File: src/rtl/image_kernel_ctrl_pkg.sv
// Shared definitions for the ImageKernel row-buffer sequencer: beat-type codes
// and a small slot-arithmetic helper.
package image_kernel_ctrl_pkg;

    localparam int DTYPE_WIDTH = 3;

    typedef logic [DTYPE_WIDTH-1:0] dtype_t;

    // Codes 0, 6 and 7 are unassigned and travel through the block untouched.
    localparam dtype_t DTYPE_FRAME_START = 3'd1;
    localparam dtype_t DTYPE_ROW_START   = 3'd2;
    localparam dtype_t DTYPE_PIXEL       = 3'd3;
    localparam dtype_t DTYPE_ROW_END     = 3'd4;
    localparam dtype_t DTYPE_FRAME_END   = 3'd5;

    function automatic int unsigned slot_wrap_inc(input int unsigned v, input int unsigned n);
        return (v + 1 >= n) ? 0 : v + 1;
    endfunction

endpackage

File: src/rtl/image_kernel_ctrl_if.sv
// Stream-side and row-buffer-side signals of the sequencer. The stream source
// uses the master view; the sequencer itself uses the slave view.
interface image_kernel_ctrl_if
    import image_kernel_ctrl_pkg::*;
#(
    parameter int KERNEL_SIZE = 3,
    parameter int MAX_COLS    = 1280,
    parameter int ROW_WIDTH   = 12
);
    localparam int ADDR_W = $clog2(MAX_COLS);
    localparam int SLOT_W = $clog2(KERNEL_SIZE);

    logic                 enable;
    logic                 dvi;
    dtype_t               dtypei;
    logic                 dvo;
    dtype_t               dtypeo;
    logic                 we;
    logic [ADDR_W-1:0]    waddr;
    logic [SLOT_W-1:0]    wslot;
    logic [SLOT_W-1:0]    oldest_slot;
    logic [ADDR_W-1:0]    col_idx;
    logic [ROW_WIDTH-1:0] row_idx;
    logic                 win_valid;
    logic                 overflow;
    logic                 proto_err;

    modport master (
        output enable, dvi, dtypei,
        input  dvo, dtypeo, we, waddr, wslot, oldest_slot, col_idx, row_idx,
               win_valid, overflow, proto_err
    );

    modport slave (
        input  enable, dvi, dtypei,
        output dvo, dtypeo, we, waddr, wslot, oldest_slot, col_idx, row_idx,
               win_valid, overflow, proto_err
    );

endinterface

File: src/rtl/image_kernel_ctrl_modk_counter.sv
// Modulo-N counter with synchronous clear and advance enable; clear wins.
module image_kernel_ctrl_modk_counter #(
    parameter int N = 3,
    parameter int W = 2
) (
    input  logic         clk,
    input  logic         reset,
    input  logic         clr_i,
    input  logic         en_i,
    output logic [W-1:0] count_o
);

    logic [W-1:0] count_q;
    logic [W-1:0] count_d;

    always_comb begin
        count_d = count_q;
        if (clr_i) begin
            count_d = '0;
        end else if (en_i) begin
            count_d = (count_q == W'(N - 1)) ? '0 : count_q + 1'b1;
        end
    end

    always_ff @(posedge clk) begin
        if (reset) begin
            count_q <= '0;
        end else begin
            count_q <= count_d;
        end
    end

    assign count_o = count_q;

endmodule

File: src/rtl/image_kernel_ctrl.sv
// Row-buffer sequencer: parses the dtype-tagged pixel stream and owns every
// write pointer, slot and index the kernel row buffers need.
module image_kernel_ctrl
    import image_kernel_ctrl_pkg::*;
#(
    parameter int KERNEL_SIZE = 3,
    parameter int MAX_COLS    = 1280,
    parameter int ROW_WIDTH   = 12
) (
    input  logic                clk,
    input  logic                reset,
    image_kernel_ctrl_if.slave  bus
);

    localparam int ADDR_W = $clog2(MAX_COLS);
    localparam int SLOT_W = $clog2(KERNEL_SIZE);
    localparam int SEEN_W = $clog2(KERNEL_SIZE + 1);

    typedef enum logic [1:0] {
        ST_IDLE  = 2'd0,
        ST_FRAME = 2'd1,
        ST_ROW   = 2'd2
    } state_t;

    state_t               state_q, state_d;
    logic [ADDR_W-1:0]    col_q, col_d;
    logic                 row_full_q, row_full_d;
    logic [ROW_WIDTH-1:0] row_q, row_d;
    logic [SEEN_W-1:0]    rows_seen_q, rows_seen_d;
    logic                 overflow_q, overflow_d;
    logic                 proto_err_q, proto_err_d;
    logic                 dvo_q, dvo_d;
    dtype_t               dtypeo_q, dtypeo_d;
    logic                 we_q, we_d;
    logic [ADDR_W-1:0]    waddr_q, waddr_d;
    logic [ROW_WIDTH-1:0] row_idx_q, row_idx_d;
    logic                 win_valid_q, win_valid_d;
    logic                 slot_clr, slot_adv;
    logic [SLOT_W-1:0]    wslot;
    logic                 accept;

    assign accept = bus.enable && bus.dvi;

    image_kernel_ctrl_modk_counter #(
        .N (KERNEL_SIZE),
        .W (SLOT_W)
    ) u_wslot (
        .clk     (clk),
        .reset   (reset),
        .clr_i   (slot_clr),
        .en_i    (slot_adv),
        .count_o (wslot)
    );

    always_comb begin
        state_d     = state_q;
        col_d       = col_q;
        row_full_d  = row_full_q;
        row_d       = row_q;
        rows_seen_d = rows_seen_q;
        overflow_d  = overflow_q;
        proto_err_d = proto_err_q;
        dvo_d       = 1'b0;
        dtypeo_d    = dtypeo_q;
        we_d        = 1'b0;
        waddr_d     = waddr_q;
        row_idx_d   = row_idx_q;
        win_valid_d = 1'b0;
        slot_clr    = 1'b0;
        slot_adv    = 1'b0;

        if (accept) begin
            dvo_d    = 1'b1;
            dtypeo_d = bus.dtypei;
            case (bus.dtypei)
                DTYPE_FRAME_START: begin
                    // Legal from any state; a partial row is simply abandoned.
                    state_d     = ST_FRAME;
                    col_d       = '0;
                    row_full_d  = 1'b0;
                    row_d       = '0;
                    rows_seen_d = '0;
                    overflow_d  = 1'b0;
                    proto_err_d = 1'b0;
                    slot_clr    = 1'b1;
                end
                DTYPE_ROW_START: begin
                    if (state_q == ST_ROW) begin
                        proto_err_d = 1'b1;
                    end else if (state_q == ST_FRAME) begin
                        state_d    = ST_ROW;
                        col_d      = '0;
                        row_full_d = 1'b0;
                        slot_adv   = (rows_seen_q != '0);
                    end
                end
                DTYPE_PIXEL: begin
                    if (state_q != ST_ROW) begin
                        proto_err_d = 1'b1;
                    end else if (row_full_q) begin
                        overflow_d = 1'b1;
                    end else begin
                        we_d        = 1'b1;
                        waddr_d     = col_q;
                        row_idx_d   = row_q;
                        win_valid_d = (row_q >= ROW_WIDTH'(KERNEL_SIZE - 1)) &&
                                      (col_q >= ADDR_W'(KERNEL_SIZE - 1));
                        // The last column is written once; row_full marks it as used.
                        if (col_q == ADDR_W'(MAX_COLS - 1)) begin
                            row_full_d = 1'b1;
                        end else begin
                            col_d = col_q + 1'b1;
                        end
                    end
                end
                DTYPE_ROW_END: begin
                    if (state_q != ST_ROW) begin
                        proto_err_d = 1'b1;
                    end else begin
                        state_d = ST_FRAME;
                        if (row_q != '1) begin
                            row_d = row_q + 1'b1;
                        end
                        if (rows_seen_q != SEEN_W'(KERNEL_SIZE)) begin
                            rows_seen_d = rows_seen_q + 1'b1;
                        end
                    end
                end
                DTYPE_FRAME_END: begin
                    if (state_q == ST_ROW) begin
                        proto_err_d = 1'b1;
                    end else begin
                        state_d = ST_IDLE;
                    end
                end
                default: begin
                end
            endcase
        end
    end

    always_ff @(posedge clk) begin
        if (reset) begin
            state_q     <= ST_IDLE;
            col_q       <= '0;
            row_full_q  <= 1'b0;
            row_q       <= '0;
            rows_seen_q <= '0;
            overflow_q  <= 1'b0;
            proto_err_q <= 1'b0;
            dvo_q       <= 1'b0;
            dtypeo_q    <= '0;
            we_q        <= 1'b0;
            waddr_q     <= '0;
            row_idx_q   <= '0;
            win_valid_q <= 1'b0;
        end else begin
            state_q     <= state_d;
            col_q       <= col_d;
            row_full_q  <= row_full_d;
            row_q       <= row_d;
            rows_seen_q <= rows_seen_d;
            overflow_q  <= overflow_d;
            proto_err_q <= proto_err_d;
            dvo_q       <= dvo_d;
            dtypeo_q    <= dtypeo_d;
            we_q        <= we_d;
            waddr_q     <= waddr_d;
            row_idx_q   <= row_idx_d;
            win_valid_q <= win_valid_d;
        end
    end

    assign bus.dvo         = dvo_q;
    assign bus.dtypeo      = dtypeo_q;
    assign bus.we          = we_q;
    assign bus.waddr       = waddr_q;
    assign bus.col_idx     = waddr_q;
    assign bus.row_idx     = row_idx_q;
    assign bus.win_valid   = win_valid_q;
    assign bus.overflow    = overflow_q;
    assign bus.proto_err   = proto_err_q;
    assign bus.wslot       = wslot;
    assign bus.oldest_slot = SLOT_W'(slot_wrap_inc(32'(wslot), KERNEL_SIZE));

endmodule

File: src/flat_wrapper.sv
// flat-port wrapper written by rule: the top's interface ports become plain ports
module image_kernel_ctrl_flat import image_kernel_ctrl_pkg::*;
#(
    parameter int KERNEL_SIZE = 3,
    parameter int MAX_COLS    = 1280,
    parameter int ROW_WIDTH   = 12
)
  (clk, reset, bus_enable, bus_dvi, bus_dtypei, bus_dvo, bus_dtypeo, bus_we, bus_waddr, bus_wslot, bus_oldest_slot, bus_col_idx, bus_row_idx, bus_win_valid, bus_overflow, bus_proto_err);
  image_kernel_ctrl_if #(.KERNEL_SIZE(KERNEL_SIZE), .MAX_COLS(MAX_COLS), .ROW_WIDTH(ROW_WIDTH)) bus_i ();
  input  logic clk;
  input  logic reset;
  input wire logic [$bits(bus_i.enable)-1:0] bus_enable;
  input wire logic [$bits(bus_i.dvi)-1:0] bus_dvi;
  input wire logic [$bits(bus_i.dtypei)-1:0] bus_dtypei;
  output wire logic [$bits(bus_i.dvo)-1:0] bus_dvo;
  output wire logic [$bits(bus_i.dtypeo)-1:0] bus_dtypeo;
  output wire logic [$bits(bus_i.we)-1:0] bus_we;
  output wire logic [$bits(bus_i.waddr)-1:0] bus_waddr;
  output wire logic [$bits(bus_i.wslot)-1:0] bus_wslot;
  output wire logic [$bits(bus_i.oldest_slot)-1:0] bus_oldest_slot;
  output wire logic [$bits(bus_i.col_idx)-1:0] bus_col_idx;
  output wire logic [$bits(bus_i.row_idx)-1:0] bus_row_idx;
  output wire logic [$bits(bus_i.win_valid)-1:0] bus_win_valid;
  output wire logic [$bits(bus_i.overflow)-1:0] bus_overflow;
  output wire logic [$bits(bus_i.proto_err)-1:0] bus_proto_err;
  assign bus_i.enable = bus_enable;
  assign bus_i.dvi = bus_dvi;
  assign bus_i.dtypei = bus_dtypei;
  assign bus_dvo = bus_i.dvo;
  assign bus_dtypeo = bus_i.dtypeo;
  assign bus_we = bus_i.we;
  assign bus_waddr = bus_i.waddr;
  assign bus_wslot = bus_i.wslot;
  assign bus_oldest_slot = bus_i.oldest_slot;
  assign bus_col_idx = bus_i.col_idx;
  assign bus_row_idx = bus_i.row_idx;
  assign bus_win_valid = bus_i.win_valid;
  assign bus_overflow = bus_i.overflow;
  assign bus_proto_err = bus_i.proto_err;
  image_kernel_ctrl #(.KERNEL_SIZE(KERNEL_SIZE), .MAX_COLS(MAX_COLS), .ROW_WIDTH(ROW_WIDTH)) u_core (.clk(clk), .reset(reset), .bus(bus_i));
endmodule
File: config.mk
export PLATFORM = sky130hd
export DESIGN_NAME = image_kernel_ctrl_flat
export DESIGN_NICKNAME = d
export VERILOG_FILES = /design/src/rtl/image_kernel_ctrl_pkg.sv /design/src/rtl/image_kernel_ctrl_if.sv /design/src/rtl/image_kernel_ctrl_modk_counter.sv /design/src/rtl/image_kernel_ctrl.sv /design/src/flat_wrapper.sv
export SDC_FILE = /design/constraint.sdc
export NUM_CORES = 1
export LEC_CHECK = 0
export ABC_AREA = 1
export BUFFER_PORTS_ARGS = -buffer_cell sky130_fd_sc_hd__buf_2
export CORE_MARGIN = 8
export CORE_UTILIZATION = 40
export CTS_CLUSTER_SIZE = 40
export DETAILED_ROUTE_END_ITERATION = 12
export SETUP_SLACK_MARGIN = 0.3
export SLEW_MARGIN = 5
export SYNTH_ARGS = -nofsm -noshare
export SYNTH_HDL_FRONTEND = slang
export SYNTH_SLANG_ARGS = --single-unit
File: constraint.sdc
create_clock -name clk -period 1.65 [get_ports clk]
set_input_delay 0.2475 -clock clk [delete_from_list [all_inputs] [get_ports clk]]
set_output_delay 0.2475 -clock clk [all_outputs]
set_load 0.02 [all_outputs]
# Word-level counts from Yosys, hierarchy flattened
# Index checks and enable logic that the tools add are counted.
dict set report classes {
  eq_ne 24
  add_sub_neg 5
  n_lt_le_gt_ge 3
  mux 39
  bitwise_logic 4
  reduce_logical 21
}
# operator count
set ops {}
lappend ops {{$mux 11} 5}
lappend ops {{$pmux 11 s3} 1}
lappend ops {{$mux 12} 2}
lappend ops {{$pmux 12 s2} 1}
lappend ops {{$reduce_and 4->1} 5}
lappend ops {{$mux 1} 17}
lappend ops {{$mux 2} 8}
lappend ops {{$ne 2x2->1 const B} 8}
lappend ops {{$add 12x1->12 const B} 1}
lappend ops {{$ge 12x2->1 const B} 1}
lappend ops {{$ne 12x12->1 const B} 1}
lappend ops {{$ne 2x1->1 const B} 6}
lappend ops {{$add 11x1->11 const B} 1}
lappend ops {{$eq 11x11->1 const B} 1}
lappend ops {{$ge 11x2->1 const B} 1}
lappend ops {{$pmux 2 s4} 1}
lappend ops {{$reduce_and 7->1} 1}
lappend ops {{$eq 3x2->1 const B} 2}
lappend ops {{$eq 3x3->1 const B} 2}
lappend ops {{$pmux 1 s3} 2}
lappend ops {{$reduce_and 6->1} 1}
lappend ops {{$reduce_bool 2->1} 3}
lappend ops {{$reduce_bool 3->1} 2}
lappend ops {{$reduce_or 2->1} 3}
lappend ops {{other kinds (14)} 20}
dict set report word_totals {
  regBits 61
  word_cells 110
}

# Logic depth before layout (Yosys ltp)
# Gate-level depths: netlist of run 1.
dict set report depth {
  depth_word 5
  depth_mapped 10
  ltp_nobuf 10
}

# Modules after synthesis
# From an unflattened synthesis of run 1, not the netlist that was laid out.
dict set report hier_totals {
  hier_cells 457
  hier_area_um2 3178.0
}
# mod n_inst seq_area_each_um2 area_per_inst_um2 cells_each
set modules_own_cells {}
lappend modules_own_cells {image_kernel_ctrl 1 1181.1 3089.2 444}
lappend modules_own_cells {image_kernel_ctrl_modk_counter 1 40.0 88.8 13}

# Worst setup path after synthesis of run 1
# No wires, ideal clock.
dict set report synth_timing {
  kind {reg-to-reg}
  from {register u_core.row_q[1]}
  to {register u_core.row_q[5]}
  path_slack_ps 132
  t_required_ps 1518
  arrival_time_ps 1385
  setup_time_ps 132
  stages_incl_launch_ff 10
  n_path_buf 1
  period_less_slack_ps 1518
  cell_sequence {dfxtp_1 -> ha_1 -> nand3_1 -> nor2_2 -> nand3_1 -> nor2_1 -> nor2_2 -> buf_6 -> nand2_1 -> a21oi_1}
}
dict set report synth_via {
  elab_chain_len 4
}
# element line
set synth_lines {}
lappend synth_lines {{start: declaration} image_kernel_ctrl.sv:28} ;# logic [ROW_WIDTH-1:0] row_q, row_d;
lappend synth_lines {{start signal: assignment} image_kernel_ctrl.sv:161} ;# row_q <= row_d;
lappend synth_lines {{$add 12x1->12} image_kernel_ctrl.sv:122} ;# row_d = row_q + 1'b1;
lappend synth_lines {{$mux 12} image_kernel_ctrl.sv:121} ;# if (row_q != '1) begin
lappend synth_lines {{$mux 12} image_kernel_ctrl.sv:117} ;# if (state_q != ST_ROW) begin
lappend synth_lines {{$pmux 12 s2} image_kernel_ctrl.sv:75} ;# case (bus.dtypei)
# Several ways; a longest one is shown, not always the timed one. The select of a mux whose other input is x is not followed.
# A chain may end at the register's enable or synchronous reset.

# Worst setup path after layout of run 1
dict set report layout_timing {
  from {register u_core.row_q[0]}
  to {register u_core.row_q[3]}
}
# Same word-level chain as after synthesis.

==> metrics.txt, run 1 <==
# TYPE chip_impl_metric gauge
chip_impl_info{name="yosys-top-cells-area",value="dfxtp_1 38%, nand2_1 14%, nor2_1 8.4%, a21oi_1 6.0%, inv_1 5.3%"} 1
chip_impl_info{name="status",value="complete, no violations"} 1
chip_impl_metric{name="cp_data_arrival_time",unit="ns"} 1.73
chip_impl_metric{name="finalCoreUtilization",unit="%"} 58.3
chip_impl_metric{name="numPortBuffers",unit=""} 52
chip_impl_metric{name="vdd.ir_drop.worst",unit="µV"} 368
chip_impl_metric{name="grt_overflow_total",unit=""} 0
chip_impl_metric{name="layout_worst_path_cycle_share",unit="%"} 88.4
chip_impl_metric{name="fin_total_pwr",unit="mW"} 2.86
chip_impl_metric{name="tritoncts_num_sinks",unit=""} 61
chip_impl_info{name="most-common-layout-cells",value="103 x nand2_1, 53 x nor2_1, 51 x buf_2"} 1
chip_impl_metric{name="max_cap_violations",unit=""} 0
chip_impl_metric{name="pre_cts_ws",unit="ns"} 0.00275
chip_impl_metric{name="antenna_cells_inserted",unit=""} 0
chip_impl_info{name="min-delay-path-class",value="in -> reg"} 1
chip_impl_metric{name="fmax",unit="MHz"} 686
chip_impl_info{name="timing_worst_setup_path_type",value="reg -> reg"} 1
chip_impl_metric{name="htreeDepth",unit=""} 3
chip_impl_metric{name="ios",unit=""} 53
chip_impl_metric{name="grt_pass1_vias",unit=""} 2935
chip_impl_info{name="layout_commonest_cell",value="nand2_1"} 1
chip_impl_metric{name="clock-skew-final",unit="ns"} 0.00811
chip_impl_metric{name="initial_utilization",unit="%"} 41.1
chip_impl_metric{name="floorplan.die.width",unit="µm"} 105
chip_impl_metric{name="grt_antenna_before_repair",unit=""} 0
chip_impl_metric{name="final_layout_fill_cell_count",unit=""} 726
chip_impl_metric{name="grt_start_max_net_pins",unit=""} 26
chip_impl_metric{name="p_per_area",unit="nW/µm²"} 635
chip_impl_metric{name="cts_inserted_buffers",unit=""} 9
chip_impl_metric{name="finalNetCount",unit=""} 571
chip_impl_metric{name="synthesis.instances",unit=""} 474
chip_impl_metric{name="leakage_power_figure",unit="nW"} 1.99
chip_impl_info{name="cp-end-kind",value="register"} 1
chip_impl_metric{name="post-route-drc-count",unit=""} 0
chip_impl_metric{name="finalWorstSetupSlack",unit="ns"} 0.191
chip_impl_metric{name="yosysTopAreaCellShare",unit="%"} 38.5
chip_impl_metric{name="post_drt_wl_per_cell",unit="µm"} 13.3
chip_impl_metric{name="tns",unit="ns"} 0
chip_impl_metric{name="detail_route.first_pass.iterations",unit=""} 5
chip_impl_metric{name="synth.net_count",unit=""} 487
chip_impl_metric{name="die_area",unit="µm²"} 11000
chip_impl_info{name="cts_tree",value="built"} 1
chip_impl_metric{name="report.final.hold_viol_count",unit=""} 0
chip_impl_metric{name="tightestPinTransition",unit="ns"} 0.342
chip_impl_metric{name="grt_first_pass_wirelength",unit="mm"} 13.5
chip_impl_info{name="critical_path_launch_point_type",value="register"} 1
chip_impl_metric{name="clock_pin_slew_worst_setup_and_hold_paths",unit="ns"} 0.07
chip_impl_metric{name="synth_cell_type_count",unit=""} 27
chip_impl_metric{name="synthesis.area",unit="µm²"} 3180
chip_impl_metric{name="cts.path.max_buffers",unit=""} 2
chip_impl_metric{name="syn_to_final_growth",unit="%"} 41.9
chip_impl_info{name="synth_area_leader_cell",value="dfxtp_1"} 1
chip_impl_metric{name="gp_routability_congestion",unit=""} 0.877
chip_impl_info{name="clock_tree.root_cell",value="clkbuf_8"} 1
chip_impl_metric{name="yosys_warnings",unit=""} 0
chip_impl_metric{name="number_of_buffers_inserted_for_hold_repair_after_clock_tree_synthesis",unit=""} 0
chip_impl_info{name="setup_repair_after_global_routing_missed_its_margin",value="true"} 1
chip_impl_metric{name="postSynthRegisterBits",unit=""} 61
chip_impl_metric{name="core.rowCount",unit=""} 32
chip_impl_metric{name="grt.total_usage",unit="%"} 14.6
chip_impl_metric{name="timing.max_slew.rel_slack",unit="%"} 77.0
chip_impl_metric{name="fraction_of_final_layout_cells_with_drive_strength_greater_than_1",unit="%"} 39.3
chip_impl_metric{name="critical_path.max_fanout",unit=""} 8
chip_impl_metric{name="timing.final.max_slew_violations",unit=""} 0
chip_impl_metric{name="sequential_cell_area_fraction_in_the_yosys_report",unit="%"} 38.5
chip_impl_metric{name="syn_area_per_cell",unit="µm²"} 6.70
chip_impl_metric{name="antenna_nets_post_route",unit=""} 0
chip_impl_metric{name="coreArea",unit="µm²"} 7730
chip_impl_metric{name="final_period_minus_worst_setup_slack",unit="ns"} 1.46
chip_impl_metric{name="die-height",unit="µm"} 105
chip_impl_metric{name="dr_total_vias",unit=""} 3257
chip_impl_metric{name="clock_network_latency_to_the_later_pin_of_the_worst_skew_pair",unit="ns"} 0.33
chip_impl_metric{name="postRouteWirelength",unit="mm"} 8.84
chip_impl_metric{name="dp.final_hpwl",unit="mm"} 5.87
chip_impl_metric{name="dr.first_iter.drc_count",unit=""} 186
chip_impl_metric{name="report.final.setup_viol",unit=""} 0
chip_impl_metric{name="viasPerCell",unit=""} 4.90
chip_impl_metric{name="worst_ep_required_time",unit="ns"} 1.92
power breakdown:
group | switching [mW] | internal [mW] | total, mW
Combinational | 0.166 | 0.0844 | 0.251
Sequential | 0.0136 | 1.48 | 1.50
Clock | 0.580 | 0.536 | 1.12
Total | 0.760 | 2.10 | 2.86
layer usage:
| layer | GRT usage, % | up-vias | share of wire (%) |
|---|---|---|---|
| met5 | 0 | - | 0 |
| met4 | 6.01 | 0 | 0.93 |
| met3 | 4.24 | 8 | 5.6 |
| met2 | 22.5 | 75 | 47 |
| met1 | 18.6 | 1500 | 47 |
| li1 | - | 1674 | - |
critical path, cell delays in order (launching register included):
cell and delay, ns:
dfxtp_4 0.37, ha_4 0.14, nand3_4 0.08, nor2_4 0.18, nand2_2 0.11, nor2_4 0.12, nand2_4 0.07, nand2_4 0.13
nand2_1 0.06, a21oi_1 0.14
cell type report:
type	instances	area [µm²]	share of cell area (%)
Multi-Input combinational cell	339	2020	44.8
Sequential cell	61	1250	27.7
Timing Repair Buffer	98	761	16.9
Clock inverter	5	26.3	0.583
Inverter	49	194	4.30
Clock buffer	11	131	2.92
Tap cell	102	128	2.83
repair_timing:
action | CTS | global route
gates cloned | 0 | 7
pin swaps | 14 | 36
setup endpoints to repair | 26 | 53
buffers inserted | 13 | 7
resized for setup | 32 | 111
synth_stat cells:
library cell	instances
nand4_4	1
a21oi_1	38
nand4_1	8
nor3b_1	2
nand3_2	3
o21ai_0	33
ha_1	6
and3b_1	1
clkbuf_1	4
nor2_4	2
buf_6	2
nor3_1	6
clkinv_1	1
nand2_1	121
nor2_1	71
o2111ai_1	1
nor4_1	1
inv_1	45
buf_4	15
xor2_1	4
nor2_2	6
buf_2	4
nand2_2	4
nand3_1	30
dfxtp_1	61
xnor2_1	1
inv_2	3
logic make-up (layout without fill, tap and decap cells):
kind of cell	Yosys count	in the layout	share of synthesized area, %
compound gates	72	72	11.5
xor+xnor	5	5	1.38
simple gates	256	256	35.2
flops	61	61	38.5
buf+inv	74	163	11.2
fa+ha+maj	6	6	2.36
metrics by stage:
| stage | hold WS (ns) | area, µm² | instances |
|---|---|---|---|
| 4_1_cts | 0.250 | 3980 | 651 |
| 3_3_place_gp | 0.435 | 3620 | 622 |
| 5_1_grt | 0.262 | 4510 | 665 |
| 3_5_place_dp | 0.435 | 3620 | 622 |
| 2_1_floorplan | 0.409 | 3240 | 474 |
| 6_report | 0.269 | 4510 | 665 |
path summary, 6_finish.rpt:
| kind | depth (start not counted) | slack, ns | endpoint | from |
|---|---|---|---|---|
| max | 9 | 0.19 | u_core.row_q[3]$_SDFFE_PP0P_ | u_core.row_q[0]$_SDFFE_PP0P_ |
| min | 3 | 0.27 | u_core.bus.dtypeo[1]$_SDFFE_PP0N_ | bus_dtypei[1] |
| max reg2reg | 9 | 0.19 | u_core.row_q[3]$_SDFFE_PP0P_ | u_core.row_q[0]$_SDFFE_PP0P_ |
| min reg2reg | 2 | 0.45 | u_core.bus.proto_err$_SDFFE_PP0P_ | u_core.bus.proto_err$_SDFFE_PP0P_ |
flip-flops by register name, indices dropped and copies added, names as in the netlist:
| register | cells |
|---|---|
| u_core.bus.col_idx | 11 |
| u_core.bus.proto_err | 1 |
| u_core.rows_seen_q | 2 |
| u_core.bus.win_valid | 1 |
| u_core.bus.we | 1 |
| u_core.col_q | 11 |
| u_core.bus.dtypeo | 3 |
| u_core.bus.row_idx | 12 |
| u_core.u_wslot.count_o | 2 |
| u_core.row_q | 12 |
| u_core.row_full_q | 1 |
| u_core.bus.overflow | 1 |
| u_core.bus.dvo | 1 |
| u_core.state_q | 2 |
Note: power is estimated with default switching activity, not from simulation.
==> inputs of run 2 (changes only) <==
--- a/config.mk
+++ b/config.mk
@@ -7,10 +7,12 @@
 export LEC_CHECK = 0
 export ABC_AREA = 1
 export BUFFER_PORTS_ARGS = -buffer_cell sky130_fd_sc_hd__buf_2
+export CORE_ASPECT_RATIO = 0.5
 export CORE_MARGIN = 8
 export CORE_UTILIZATION = 40
 export CTS_CLUSTER_SIZE = 40
 export DETAILED_ROUTE_END_ITERATION = 12
+export GPL_ROUTABILITY_DRIVEN = 0
 export SETUP_SLACK_MARGIN = 0.3
 export SLEW_MARGIN = 5
 export SYNTH_ARGS = -nofsm -noshare
==> run 2 against run 1 <==
Compared with the run above: die area grew 1.6%; cell area is 1.4% lower; worst setup slack better by 0.024 ns; largest cell class unchanged; critical path type unchanged; sequential cell count is the same; worst hold slack got worse by 0.0029 ns; final cell count is 0.60% higher; clock-buffer cell count stayed put; global-route usage up 1.1 points; clock skew fell by 0.0042 ns; clock power is 65% higher.
==> metrics.txt, run 2 (same netlist as run 1, synthesis figures left out) <==
# TYPE chip_impl_metric gauge
chip_impl_metric{name="report.final.setup_viol",unit=""} 0
chip_impl_info{name="clock_tree.root_cell",value="clkbuf_16"} 1
chip_impl_metric{name="cts.path.max_buffers",unit=""} 2
chip_impl_metric{name="numPortBuffers",unit=""} 52
chip_impl_metric{name="antenna_cells_inserted",unit=""} 0
chip_impl_metric{name="floorplan.die.width",unit="µm"} 142
chip_impl_info{name="cts_tree",value="built"} 1
chip_impl_metric{name="die-height",unit="µm"} 79.0
chip_impl_metric{name="layout_worst_path_cycle_share",unit="%"} 86.9
chip_impl_metric{name="die_area",unit="µm²"} 11200
chip_impl_metric{name="grt_pass1_vias",unit=""} 2993
chip_impl_info{name="layout_commonest_cell",value="nand2_1"} 1
chip_impl_metric{name="fmax",unit="MHz"} 697
chip_impl_metric{name="syn_to_final_growth",unit="%"} 39.9
chip_impl_metric{name="leakage_power_figure",unit="nW"} 1.98
chip_impl_metric{name="grt_overflow_total",unit=""} 0
chip_impl_metric{name="critical_path.max_fanout",unit=""} 5
chip_impl_metric{name="report.final.hold_viol_count",unit=""} 0
chip_impl_metric{name="grt_first_pass_wirelength",unit="mm"} 14.2
chip_impl_metric{name="cp_data_arrival_time",unit="ns"} 1.70
chip_impl_metric{name="htreeDepth",unit=""} 3
chip_impl_info{name="cp-end-kind",value="register"} 1
chip_impl_metric{name="place_inst",unit=""} 636
chip_impl_info{name="setup_repair_after_global_routing_missed_its_margin",value="true"} 1
chip_impl_metric{name="dp.final_hpwl",unit="mm"} 6.05
chip_impl_metric{name="core.rowCount",unit=""} 23
chip_impl_metric{name="post-route-drc-count",unit=""} 0
chip_impl_metric{name="tritoncts_num_sinks",unit=""} 61
chip_impl_metric{name="finalWorstSetupSlack",unit="ns"} 0.216
chip_impl_metric{name="finalCoreUtilization",unit="%"} 56.6
chip_impl_metric{name="pre_cts_ws",unit="ns"} -0.000835
chip_impl_metric{name="initial_utilization",unit="%"} 40.4
chip_impl_metric{name="post_layout_nonfiller_instances",unit=""} 669
chip_impl_info{name="status",value="complete, no violations"} 1
chip_impl_metric{name="clock_pin_slew_worst_setup_and_hold_paths",unit="ns"} 0.05
chip_impl_metric{name="clock-skew-final",unit="ns"} 0.00389
chip_impl_info{name="most-common-layout-cells",value="105 x nand2_1, 54 x nor2_1, 52 x buf_2"} 1
chip_impl_metric{name="postRouteWirelength",unit="mm"} 8.93
chip_impl_metric{name="number_of_buffers_inserted_for_hold_repair_after_clock_tree_synthesis",unit=""} 0
chip_impl_metric{name="tightestPinTransition",unit="ns"} 0.356
chip_impl_info{name="min-delay-path-class",value="in -> reg"} 1
chip_impl_info{name="critical_path_launch_point_type",value="register"} 1
chip_impl_metric{name="timing.final.max_slew_violations",unit=""} 0
chip_impl_metric{name="finalNetCount",unit=""} 568
chip_impl_metric{name="hold-worst-slack",unit="ns"} 0.266
chip_impl_metric{name="detail_route.first_pass.iterations",unit=""} 4
chip_impl_metric{name="final_layout_fill_cell_count",unit=""} 747
chip_impl_metric{name="p_per_area",unit="nW/µm²"} 809
chip_impl_metric{name="antenna_nets_post_route",unit=""} 0
chip_impl_metric{name="cts_inserted_buffers",unit=""} 9
chip_impl_metric{name="grt_antenna_before_repair",unit=""} 0
chip_impl_metric{name="viasPerCell",unit=""} 4.82
chip_impl_metric{name="grt.total_usage",unit="%"} 15.7
chip_impl_metric{name="ios",unit=""} 53
chip_impl_metric{name="fraction_of_final_layout_cells_with_drive_strength_greater_than_1",unit="%"} 35.2
chip_impl_metric{name="grt_start_max_net_pins",unit=""} 29
chip_impl_metric{name="dr_total_vias",unit=""} 3227
chip_impl_metric{name="final_period_minus_worst_setup_slack",unit="ns"} 1.43
chip_impl_metric{name="fin_total_pwr",unit="mW"} 3.60
chip_impl_metric{name="dr.first_iter.drc_count",unit=""} 189
chip_impl_info{name="timing_worst_setup_path_type",value="reg -> reg"} 1
chip_impl_metric{name="vdd.ir_drop.worst",unit="µV"} 556
chip_impl_metric{name="coreArea",unit="µm²"} 7860
chip_impl_metric{name="worst_ep_required_time",unit="ns"} 1.92
chip_impl_metric{name="clock_network_latency_to_the_later_pin_of_the_worst_skew_pair",unit="ns"} 0.33
chip_impl_metric{name="post_drt_wl_per_cell",unit="µm"} 13.4
chip_impl_metric{name="max_cap_violations",unit=""} 0
chip_impl_metric{name="timing.max_slew.rel_slack",unit="%"} 76.2
## run 2: power breakdown
group          switching, mW  internal (mW)  total (mW)
clock network          0.627           1.22        1.85
registers             0.0123           1.49        1.50
logic                  0.164         0.0841       0.248
## run 2: final timing paths
| kind | cells past startpoint | endpoint | from | slack, ns |
|---|---|---|---|---|
| max | 8 | u_core.col_q[1]$_SDFFE_PP0P_ | u_core.col_q[7]$_SDFFE_PP0P_ | 0.22 |
| min reg2reg | 2 | u_core.bus.overflow$_SDFFE_PP0P_ | u_core.bus.overflow$_SDFFE_PP0P_ | 0.44 |
| min | 2 | u_core.col_q[4]$_SDFFE_PP0P_ | reset | 0.27 |
| max reg2reg | 8 | u_core.col_q[1]$_SDFFE_PP0P_ | u_core.col_q[7]$_SDFFE_PP0P_ | 0.22 |
## run 2: area by class of cell
cell class | instances | area (µm²) | share of cell area, %
multi-input cells | 339 | 1900 | 42.7
flip-flops and latches | 61 | 1240 | 28.0
repair buffers | 94 | 679 | 15.3
clock buffers | 11 | 253 | 5.69
inverters | 49 | 191 | 4.31
well taps | 112 | 140 | 3.15
clock inverters | 2 | 35.0 | 0.789
repair inverters | 1 | 6.26 | 0.141
## run 2: what timing repair did
action,4_1_cts,5_1_grt
pin swaps,20,23
endpoints found under the hold margin,0,0
setup endpoints to repair,36,47
buffers inserted,9,6
gates resized for setup,29,67
cloned,0,5
## run 2: metrics by stage
stage | instance area [µm²] | setup TNS (ns)
global placement | 3670 | 0
finish | 4440 | 0
global route | 4440 | 0
CTS | 4120 | 0
detailed placement | 3670 | -0.000835
floorplan | 3240 | 0
## run 2: worst max-delay path, cell delays in order (launching register included)
cell,delay (ns)
dfxtp_2,0.38
nand2_1,0.11
nor2_2,0.20
nand4_1,0.19
nand2_2,0.13
nor2_4,0.05
nor2_4,0.16
nand2_1,0.08
nand2_1,0.07
## run 2: routing by layer
layer | part of all wire (%) | up-vias | GRT usage (%) | routed length [µm]
li1 | - | 1672 | - | -
met1 | 47 | 1488 | 19.2 | 4190
met2 | 47 | 59 | 26.1 | 4210
met3 | 4.9 | 8 | 5.32 | 439
met4 | 0.99 | 0 | 4.04 | 88
met5 | 0 | - | 0 | 0
==> inputs of run 3 (changes only) <==
--- a/config.mk
+++ b/config.mk
@@ -7,12 +7,15 @@
 export LEC_CHECK = 0
 export ABC_AREA = 1
 export BUFFER_PORTS_ARGS = -buffer_cell sky130_fd_sc_hd__buf_2
+export CELL_PAD_IN_SITES_DETAIL_PLACEMENT = 2
+export CELL_PAD_IN_SITES_GLOBAL_PLACEMENT = 2
 export CORE_ASPECT_RATIO = 0.5
 export CORE_MARGIN = 8
-export CORE_UTILIZATION = 40
+export CORE_UTILIZATION = 30
 export CTS_CLUSTER_SIZE = 40
 export DETAILED_ROUTE_END_ITERATION = 12
 export GPL_ROUTABILITY_DRIVEN = 0
+export PLACE_DENSITY_LB_ADDON = 0.1
 export SETUP_SLACK_MARGIN = 0.3
 export SLEW_MARGIN = 5
 export SYNTH_ARGS = -nofsm -noshare
==> run 3 against run 2 <==
Compared with the run above: critical path depth up 3; core utilization fell by 12 points; worst setup slack got worse by 0.036 ns; sequential cell count unchanged; total power shrank 1.3%; sequential share of layout area decreased by 0.40 points; worst hold slack improved by 0.0077 ns; critical path type unchanged.
==> metrics.txt, run 3 (same netlist as run 1, synthesis figures left out) <==
# TYPE chip_impl_metric gauge
chip_impl_metric{name="finalNetCount",unit=""} 573
chip_impl_metric{name="tns",unit="ns"} 0
chip_impl_metric{name="grt_first_pass_wirelength",unit="mm"} 19.4
chip_impl_metric{name="fin_total_pwr",unit="mW"} 3.55
chip_impl_metric{name="antenna_cells_inserted",unit=""} 0
chip_impl_metric{name="post_layout_nonfiller_instances",unit=""} 704
chip_impl_metric{name="syn_to_final_growth",unit="%"} 42.7
chip_impl_metric{name="report.final.hold_viol_count",unit=""} 0
chip_impl_metric{name="fmax",unit="MHz"} 680
chip_impl_metric{name="ios",unit=""} 53
chip_impl_metric{name="dpl_cell_area",unit="µm²"} 3770
chip_impl_metric{name="numPortBuffers",unit=""} 52
chip_impl_info{name="most-common-layout-cells",value="100 x nand2_1, 55 x nor2_1, 52 x buf_2"} 1
chip_impl_metric{name="cts_inserted_buffers",unit=""} 9
chip_impl_metric{name="grt_antenna_before_repair",unit=""} 0
chip_impl_info{name="timing_worst_setup_path_type",value="reg -> reg"} 1
chip_impl_metric{name="viasPerCell",unit=""} 4.85
chip_impl_info{name="clock_tree.root_cell",value="clkbuf_16"} 1
chip_impl_metric{name="initial_utilization",unit="%"} 31.0
chip_impl_metric{name="floorplan.die.width",unit="µm"} 162
chip_impl_metric{name="fraction_of_final_layout_cells_with_drive_strength_greater_than_1",unit="%"} 36.7
chip_impl_metric{name="leakage_power_figure",unit="nW"} 1.98
chip_impl_metric{name="final_period_minus_worst_setup_slack",unit="ns"} 1.47
chip_impl_metric{name="finalWorstSetupSlack",unit="ns"} 0.180
chip_impl_metric{name="p_int",unit="mW"} 2.62
chip_impl_metric{name="power.share.clock",unit="%"} 49.7
chip_impl_metric{name="die_area",unit="µm²"} 14300
chip_impl_metric{name="cp_data_arrival_time",unit="ns"} 1.74
chip_impl_metric{name="post-route-drc-count",unit=""} 0
chip_impl_metric{name="postRouteWirelength",unit="mm"} 12.7
chip_impl_metric{name="number_of_buffers_inserted_for_hold_repair_after_clock_tree_synthesis",unit=""} 0
chip_impl_metric{name="vdd.ir_drop.worst",unit="µV"} 401
chip_impl_metric{name="tightestPinTransition",unit="ns"} 0.456
chip_impl_info{name="cp-end-kind",value="register"} 1
chip_impl_info{name="min-delay-path-class",value="in -> reg"} 1
chip_impl_metric{name="antenna_nets_post_route",unit=""} 0
chip_impl_metric{name="pre_cts_ws",unit="ns"} -0.0480
chip_impl_info{name="cts_tree",value="built"} 1
chip_impl_metric{name="clock-skew-final",unit="ns"} 0.00533
chip_impl_metric{name="grt_start_max_net_pins",unit=""} 23
chip_impl_metric{name="report.final.setup_viol",unit=""} 0
chip_impl_metric{name="grt.total_usage",unit="%"} 17.1
chip_impl_info{name="status",value="complete, no violations"} 1
chip_impl_metric{name="clock_pin_slew_worst_setup_and_hold_paths",unit="ns"} 0.06
chip_impl_info{name="layout_commonest_cell",value="nand2_1"} 1
chip_impl_metric{name="power_switching",unit="mW"} 0.928
chip_impl_metric{name="core.rowCount",unit=""} 26
chip_impl_metric{name="dp.final_hpwl",unit="mm"} 8.41
chip_impl_metric{name="grt_pass1_vias",unit=""} 3635
chip_impl_metric{name="die-height",unit="µm"} 88.8
chip_impl_metric{name="worst_ep_required_time",unit="ns"} 1.92
chip_impl_metric{name="cts.path.max_buffers",unit=""} 2
chip_impl_metric{name="layout_worst_path_cycle_share",unit="%"} 89.1
chip_impl_info{name="critical_path_launch_point_type",value="register"} 1
chip_impl_metric{name="timing.max_slew.rel_slack",unit="%"} 69.6
chip_impl_metric{name="clock_network_latency_to_the_later_pin_of_the_worst_skew_pair",unit="ns"} 0.33
chip_impl_metric{name="comb_power_share",unit="%"} 8.1
chip_impl_metric{name="grt_overflow_total",unit=""} 0
chip_impl_metric{name="max_cap_violations",unit=""} 0
chip_impl_metric{name="p_per_area",unit="nW/µm²"} 784
chip_impl_metric{name="dr.first_iter.drc_count",unit=""} 109
chip_impl_metric{name="tritoncts_num_sinks",unit=""} 61
chip_impl_metric{name="htreeDepth",unit=""} 3
chip_impl_metric{name="seq_power_share",unit="%"} 42.2
chip_impl_metric{name="coreArea",unit="µm²"} 10200
chip_impl_metric{name="critical_path.max_fanout",unit=""} 3
chip_impl_info{name="setup_repair_after_global_routing_missed_its_margin",value="true"} 1
chip_impl_metric{name="post_drt_wl_per_cell",unit="µm"} 18.1
chip_impl_metric{name="stdcell_area",unit="µm²"} 4530
chip_impl_metric{name="detail_route.first_pass.iterations",unit=""} 4
chip_impl_metric{name="p_sw_share",unit="%"} 26.1
chip_impl_metric{name="place_inst",unit=""} 675
chip_impl_metric{name="timing.final.max_slew_violations",unit=""} 0
chip_impl_metric{name="dr_total_vias",unit=""} 3417
run 3: cell types whose count changed in the layout (fill, tap and decap cells not counted), moves of 3 or more:
cell	previous run	this run
nor2_2	11	7
nor2_4	14	17
nand2_1	105	100
o21ai_2	3	0
nand2_2	15	19
buf_4	30	39
run 3: final timing paths:
check	from	to	slack, ns	cells after the start
hold / removal	bus_dtypei[1]	u_core.bus.dtypeo[1]$_SDFFE_PP0N_	0.27	3
setup / recovery	u_core.row_q[1]$_SDFFE_PP0P_	u_core.row_q[6]$_SDFFE_PP0P_	0.18	11
setup reg to reg	u_core.row_q[1]$_SDFFE_PP0P_	u_core.row_q[6]$_SDFFE_PP0P_	0.18	11
hold reg to reg	u_core.bus.proto_err$_SDFFE_PP0P_	u_core.bus.proto_err$_SDFFE_PP0P_	0.44	2
run 3: layout make-up:
cell class / count / area (µm²)
sequential: 61 / 1250
clock inverter: 4 / 25.0
multi-input combinational: 339 / 1960
clock buffer: 11 / 243
timing repair buffer: 100 / 686
fill: 1208 / 5720
inverter: 49 / 191
tap: 140 / 175
run 3: per-layer routing:
layer  share of wire (%)  up-vias  global-route usage, %  wire, µm
met4                 1.0        0                   3.42       129
met3                 2.5       12                   4.27       319
met5                   0        -                      0         0
met1                  44     1691                   19.3      5640
met2                  52       31                   32.7      6640
li1                    -     1683                      -         -
run 3: worst max-delay path, stage by stage, from the launching register on:
cell	delay [ns]
dfxtp_4	0.36
ha_4	0.15
nand3_4	0.09
nor2_4	0.13
buf_4	0.14
buf_4	0.12
nand2_1	0.05
nand2_1	0.05
nand2_1	0.06
nor2_1	0.11
nand2_1	0.06
a21oi_1	0.11
run 3: repair_timing:
action                                  in CTS  in global routing
cloned                                       0                  1
gates resized for setup                     52                 59
hold endpoints to repair                     0                  0
pin swaps                                   27                 18
buffers inserted                             9                  4
endpoints found under the setup margin      47                 35
run 3: through the flow:
stage	hold slack (ns)	utilization [%]
after global routing	0.306	44.2
after CTS	0.263	41.8
after floorplan	0.409	-
after global placement	0.436	36.8
after detailed placement	0.438	36.8
final	0.274	44.2
run 3: power groups by stage:
stage | Sequential (mW) | Clock, mW | Combinational, mW
CTS | 1.50 | 1.80 | 0.250
floorplan | 1.54 | 0 | 0.133
global route | 1.50 | 1.85 | 0.315
global placement | 1.53 | 0 | 0.225
detailed placement | 1.53 | 0 | 0.230
finish | 1.50 | 1.76 | 0.287
